File: src/rtl/mont_mul_radix2_if.sv
// Level go/done handshake bundle between the exponentiation controller
// (master) and a Montgomery multiplier (slave).
// With MONT_MUL_CHECK_EN defined the bundle also carries the err flag.
interface mont_mul_radix2_if #(
    parameter int WIDTH = 4
);
    logic             go;
    logic [WIDTH-1:0] A;
    logic [WIDTH-1:0] B;
    logic [WIDTH-1:0] M;
    logic             done;
    logic [WIDTH-1:0] S;
`ifdef MONT_MUL_CHECK_EN
    logic             err;

    modport master (output go, A, B, M, input  done, S, err);
    modport slave  (input  go, A, B, M, output done, S, err);
`else
    modport master (output go, A, B, M, input  done, S);
    modport slave  (input  go, A, B, M, output done, S);
`endif
endinterface

File: src/rtl/mont_mul_radix2.sv
// Radix-2 bit-serial Montgomery multiplier: S = A*B*2^-WIDTH mod M.
// One multiplier bit per clock; fixed latency of WIDTH+2 edges from the
// edge that samples go=1 until done rises.
// Optional build macro MONT_MUL_CHECK_EN: adds operand legality checks and
// the err output (illegal operands short-cut to DONE with S=0, err=1).
module mont_mul_radix2 #(
    parameter int WIDTH = 4,
    parameter int CNT_W = 6
) (
    input  logic             clk,
    input  logic             rst_n,
    mont_mul_radix2_if.slave bus
);

    typedef enum logic [3:0] {
        S_IDLE  = 4'b0001,
        S_CALC  = 4'b0010,
        S_FINAL = 4'b0100,
        S_DONE  = 4'b1000
    } state_t;

    state_t r_state;
    state_t w_next;

    logic [WIDTH-1:0] r_a;       // shifted right each CALC cycle; bit 0 is the live multiplier bit
    logic [WIDTH-1:0] r_b;
    logic [WIDTH-1:0] r_m;
    logic [WIDTH:0]   r_acc;     // partial result, always < 2*M
    logic [CNT_W-1:0] r_cnt;
    logic [WIDTH-1:0] r_s;
    logic             r_done;

    logic [WIDTH-1:0] w_addb;
    logic [WIDTH+1:0] w_t1;
    logic [WIDTH+1:0] w_t2;
    logic [WIDTH:0]   w_sub;
    logic [WIDTH-1:0] w_red;
    logic             w_last;
    logic             w_unused;

`ifdef MONT_MUL_CHECK_EN
    logic             r_bad;
    logic             r_err;
    logic             w_bad;

    // Operands are judged as presented on the start edge.
    assign w_bad = ~bus.M[0] | (bus.A >= bus.M) | (bus.B >= bus.M);
    assign bus.err = r_err;
`endif

    // One Montgomery step: add B if the current A bit is set, then add M if
    // odd so the sum divides cleanly by 2. WIDTH+2 bits holds acc+B+M < 4M.
    assign w_addb = r_a[0] ? r_b : '0;
    assign w_t1   = {1'b0, r_acc} + {2'b00, w_addb};
    assign w_t2   = w_t1 + (w_t1[0] ? {2'b00, r_m} : '0);

    // Final conditional subtraction; acc < 2M so one subtract fully reduces.
    assign w_sub  = r_acc - {1'b0, r_m};
    assign w_red  = (r_acc >= {1'b0, r_m}) ? w_sub[WIDTH-1:0] : r_acc[WIDTH-1:0];

    assign w_last = (r_cnt == CNT_W'(WIDTH - 1));

    // t2[0] is always zero after the odd-fixup and the subtract's top bit is
    // discarded by construction.
    assign w_unused = ^{w_t2[0], w_sub[WIDTH]};

    assign bus.done = r_done;
    assign bus.S    = r_s;

    // State register.
    always_ff @(posedge clk or negedge rst_n) begin
        if (!rst_n) r_state <= S_IDLE;
        else        r_state <= w_next;
    end

    // Next-state: go low aborts anywhere except DONE, where it releases.
    always_comb begin
        w_next = r_state;
        case (r_state)
            S_IDLE: begin
                if (bus.go) begin
                    w_next = S_CALC;
`ifdef MONT_MUL_CHECK_EN
                    if (w_bad) w_next = S_FINAL;
`endif
                end
            end
            S_CALC: begin
                if (!bus.go)    w_next = S_IDLE;
                else if (w_last) w_next = S_FINAL;
            end
            S_FINAL: w_next = bus.go ? S_DONE : S_IDLE;
            S_DONE:  if (!bus.go) w_next = S_IDLE;
            default: w_next = S_IDLE;
        endcase
    end

    // Datapath: latch operands on start, iterate in CALC, publish in FINAL.
    always_ff @(posedge clk or negedge rst_n) begin
        if (!rst_n) begin
            r_a    <= '0;
            r_b    <= '0;
            r_m    <= '0;
            r_acc  <= '0;
            r_cnt  <= '0;
            r_s    <= '0;
            r_done <= 1'b0;
`ifdef MONT_MUL_CHECK_EN
            r_bad  <= 1'b0;
            r_err  <= 1'b0;
`endif
        end else begin
            case (r_state)
                S_IDLE: begin
                    if (bus.go) begin
                        r_a   <= bus.A;
                        r_b   <= bus.B;
                        r_m   <= bus.M;
                        r_acc <= '0;
                        r_cnt <= '0;
`ifdef MONT_MUL_CHECK_EN
                        r_bad <= w_bad;
`endif
                    end
                end
                S_CALC: begin
                    if (bus.go) begin
                        r_acc <= w_t2[WIDTH+1:1];
                        r_a   <= r_a >> 1;
                        r_cnt <= r_cnt + CNT_W'(1);
                    end
                end
                S_FINAL: begin
                    if (bus.go) begin
                        r_done <= 1'b1;
`ifdef MONT_MUL_CHECK_EN
                        r_err  <= r_bad;
                        r_s    <= r_bad ? '0 : w_red;
`else
                        r_s    <= w_red;
`endif
                    end
                end
                S_DONE: begin
                    if (!bus.go) begin
                        r_done <= 1'b0;
`ifdef MONT_MUL_CHECK_EN
                        r_err  <= 1'b0;
`endif
                    end
                end
                default: ;
            endcase
        end
    end

endmodule

File: src/flat_wrapper.sv
// flat-port wrapper written by rule: the top's interface ports become plain ports
module mont_mul_radix2_flat 
#(
    parameter int WIDTH = 4,
    parameter int CNT_W = 6
)
  (clk, rst_n, bus_go, bus_A, bus_B, bus_M, bus_done, bus_S);
  mont_mul_radix2_if #(.WIDTH(WIDTH)) bus_i ();
  input  logic clk;
  input  logic rst_n;
  input wire logic [$bits(bus_i.go)-1:0] bus_go;
  input wire logic [$bits(bus_i.A)-1:0] bus_A;
  input wire logic [$bits(bus_i.B)-1:0] bus_B;
  input wire logic [$bits(bus_i.M)-1:0] bus_M;
  output wire logic [$bits(bus_i.done)-1:0] bus_done;
  output wire logic [$bits(bus_i.S)-1:0] bus_S;
  assign bus_i.go = bus_go;
  assign bus_i.A = bus_A;
  assign bus_i.B = bus_B;
  assign bus_i.M = bus_M;
  assign bus_done = bus_i.done;
  assign bus_S = bus_i.S;
  mont_mul_radix2 #(.WIDTH(WIDTH), .CNT_W(CNT_W)) u_core (.clk(clk), .rst_n(rst_n), .bus(bus_i));
endmodule
File: config.mk
export PLATFORM = sky130hd
export DESIGN_NAME = mont_mul_radix2_flat
export DESIGN_NICKNAME = d
export VERILOG_FILES = /design/src/rtl/mont_mul_radix2_if.sv /design/src/rtl/mont_mul_radix2.sv /design/src/flat_wrapper.sv
export SDC_FILE = /design/constraint.sdc
export NUM_CORES = 1
export LEC_CHECK = 0
export BUFFER_PORTS_ARGS = -buffer_cell sky130_fd_sc_hd__clkbuf_2
export CORE_MARGIN = 3
export CORE_UTILIZATION = 39
export DETAILED_ROUTE_END_ITERATION = 8
export GPL_TIMING_DRIVEN = 0
export PLACE_DENSITY = 0.59
export SLEW_MARGIN = 20
export SYNTH_ARGS = -nofsm -noshare
export SYNTH_HDL_FRONTEND = slang
export SYNTH_SLANG_ARGS = --single-unit
File: constraint.sdc
create_clock -name clk -period 2.8 [get_ports clk]
set_clock_uncertainty 0.15 [all_clocks]
set_input_delay 0.42 -clock clk [delete_from_list [all_inputs] [get_ports clk]]
set_output_delay 0.42 -clock clk [all_outputs]
set_load 0.01 [all_outputs]
==> impl_results.md <==
- Cells after synthesis: 191
- GRT Residual Overflow: 0
- Ys async rst share: 100.0%
- First-pass GRT wire length: approximately 6.1 mm
- Clock power share: 27.6%
- H-tree depth: 2
- Fmax: 0.3755 GHz
- Nets@finish: 246
- GP Congestion: 0.7543
- CTS tree: yes
- Storage cell area: 802.0 sq um
- RSZ-0062 raised after global routing: true
- Seq/Total Area, Yosys: 42.39%
- Initial Util: 42.00%
- Max Cap Viol: 0
- CTS root buf: clkbuf_8
- Initial antenna violation count: 0
- Post-DRT Antenna Nets: 0
- Share of layout cells above drive strength 1: a little over a fifth
- DR DRC count: 0
- FILL cells: between 400 and 500
- Unique masters post-synth: 40
- Relative max-transition margin: 45.63%
- DIE WIDTH: 75.65 um
- Sw Ratio: approximately a third
- Iteration-0 DRC Markers: 56
- Multi-input gate area: around 1000 sq um
- Startpoint types: register
- Hold Fails Final Rpt: 0
- Worst Path Arrival: 2.68 ns
- Largest net degree at the start of global routing: 33
- IO buf count: 18
- Worst-path clk slew: roughly 0.07 ns
- Post-synth top flop: dfrtp_1
- Req. time, crit path: about 2.8 ns
- Logic gate share of total power: between 30% and 40%
- # setup viols final: 0
- Slowest cell delay on critical path: 0.41 ns
- Leakage Power: 1.049 nW
- Area grow syn2layout: 14.48%
- Crit-path cells: and2_1, ha_1, fa_1, xor2_1, ha_1, a21oi_2, a21boi_2, o211ai_1, xor2_1, o21ai_1
- Total Routing Usage GR: between 10 and 15%
- Min Tclk post-route: around 2.7 ns
- Post-Synth Adder-Cell Area: 11.11%
- DRT Pass-1 Iters: 4
- Worst VDD drop: 0.3075 mV
- Psw: 0.0005244 W
- Hold Buf Count CTS: 0
- Power per cell area: 734.6 nW/um^2
- Max-slew violations: 0
- WL final: around 3.6 mm
- Number of buffers created by CTS: 5
- Row count: 24
- Post-synthesis simple-gate area fraction: 16.60%
- Number of global-route vias before repair: 1,339
- IO Count: 20
- Diodes inserted: 0
- EDFF count, synth: 0
- Syn nets: ~220
- Flop pwr share: a little under two fifths
- Buffer count from post-CTS setup fixing: 0
- Worst-Skew Late Latency: 0.28 ns
- Wire per inst: ~13 um
- Compound-Gate Fraction of Synth Area: 13.62%
- Hpwl dp: 2.737 mm
- Commonest cells in the netlist: 31 x dfrtp_1, 21 x nand2_1, 18 x o21ai_0, 17 x nor2_1, 12 x ha_1
- Vias per cell: 5.242
- Crit Path Class: reg -> reg
- Worst hold path class: in -> async
- Die footprint: 5722 sq um
- Post-Synth XOR/XNOR Area: 4.630%
- Mux cell area share after synthesis: 7.937%
- Syn_area_per_cell: 9.905 sq um
- DIE HEIGHT: 75.65 um
- Via count: between 1,000 and 1,500
- Post_cts resized: 0
- Post-synth top area share: 41.01%
- Ranking of synthesized cells by area: dfrtp_1 41%, ha_1 7.9%, o21ai_0 4.8%
- Synthesized flop and latch total: 32
- Top cell type by total area after synthesis: dfrtp_1
- Core area: 4504 sq um
- Crit. End Element: register
- CP max-delay cell: dfrtp_1
- Worst Path Max Fanout: 5
- Post-route clock period utilization: between 90 and 100%
- CTS max path bufs: 2
- YS warnings: 0
- Synthesized area: around 1900 sq um
- Count leader, synth: dfrtp_1
- Fin Setup TNS: 0 ns
- Worst slew pin tran: 0.8156 ns
- Largest family of logic cells by synthesized area: simple AND/OR/NAND/NOR gates
- Finished Core Util: 48.08%
- Status: completed
- P_int: 0.001067 W
- Clock sink total: 32
metrics by stage:
step | cell area [sq um] | hold slack, ns | power [W] | cells | worst slack (ns)
2_1_floorplan | 1892 | -0.02559 | 0.001026 | 191 | 0.2769
3_3_place_gp | 2047 | 0.3215 | 0.001144 | 261 | 0.04382
3_5_place_dp | 2047 | 0.3338 | 0.001157 | 261 | 0.04681
4_1_cts | 2158 | 0.09709 | 0.001613 | 269 | 0.01394
5_1_grt | 2166 | 0.1198 | 0.001716 | 269 | -0.04687
6_report | 2166 | 0.06824 | 0.001591 | 269 | 0.1369
critical path, delay by kind of cell, from the launching register on:
| kind | cells | cell delay (ns) |
|---|---|---|
| AND/OR/NAND/NOR | 1 | 0.15 |
| XOR/XNOR | 2 | 0.36 |
| adder cells (fa/ha/maj) | 3 | 0.95 |
| AO/OA/AOI/OAI | 4 | 0.52 |
| flip-flops | 1 | 0.41 |
flip-flops by register name, summed over array words and instances, names as in the netlist:
register	count
u_core.r_b	4
u_core.r_m	4
u_core.bus.done	1
u_core.r_cnt	6
u_core.bus.S	4
u_core.r_acc	5
u_core.r_state	4
u_core.r_a	4
power groups by stage:
stage / Sequential (W) / Combinational [W] / Clock (W)
floorplan: 0.000597 / 0.000429 / 0
global placement: 0.000621 / 0.000523 / 0
detailed placement: 0.000621 / 0.000537 / 0
CTS: 0.000611 / 0.000542 / 0.000460
global route: 0.000622 / 0.000619 / 0.000476
finish: 0.000610 / 0.000542 / 0.000439
layer usage:
layer | global-route usage (%) | vias to the layer above | wire length, um
met2 | 21.96 | 20 | 1647
met3 | 3.826 | 7 | 128
met5 | 0 | - | 0
li1 | - | 717 | -
met4 | 6.990 | 0 | 72
met1 | 18.81 | 666 | 1749
cell usage in the layout (no fill, tap or decap), types with 4 or more instances in the layout:
| master | count |
|---|---|
| a21o_1 | 4 |
| a21oi_1 | 5 |
| and2_1 | 7 |
| buf_2 | 4 |
| clkbuf_2 | 19 |
| clkbuf_8 | 5 |
| dfrtp_1 | 31 |
| ha_1 | 12 |
| inv_1 | 10 |
| mux2_2 | 8 |
| mux2i_1 | 6 |
| nand2_1 | 21 |
| nor2_1 | 17 |
| o21ai_0 | 16 |
| xnor2_1 | 6 |
| xor2_1 | 4 |
layout make-up:
cell class	instances	share of cell area, %
well taps	52	3.004
multi-input cells	142	47.43
clock buffers	5	3.177
inverters	10	1.733
flip-flops and latches	32	37.03
repair buffers	18	4.159
plain buffers	7	1.502
clock inverters	3	1.964
kinds of logic (layout without fill, tap and decap cells):
family / count (synthesis) / count (layout)
compound gates: 41 / 41
xor+xnor: 10 / 10
fa+ha+maj: 15 / 15
buf+inv: 17 / 43
flops: 32 / 32
mux: 14 / 14
simple gates: 62 / 62
final timing paths:
| check | start | to | slack [ns] | depth (start not counted) |
|---|---|---|---|---|
| min in group clk | bus_M[2] | u_core.r_m[2] | 0.18 | 3 |
| max | u_core.r_a[0] | u_core.r_acc[4] | 0.14 | 10 |
| min reg2reg | u_core.r_a[1] | u_core.r_a[1] | 0.35 | 2 |
| max reg2reg | u_core.r_a[0] | u_core.r_acc[4] | 0.14 | 10 |
| min | rst_n | u_core.r_m[2] | 0.07 | 1 |
| max in group asynchronous | rst_n | u_core.r_cnt[2] | 1.92 | 1 |
(Power assumes the default switching activity.)
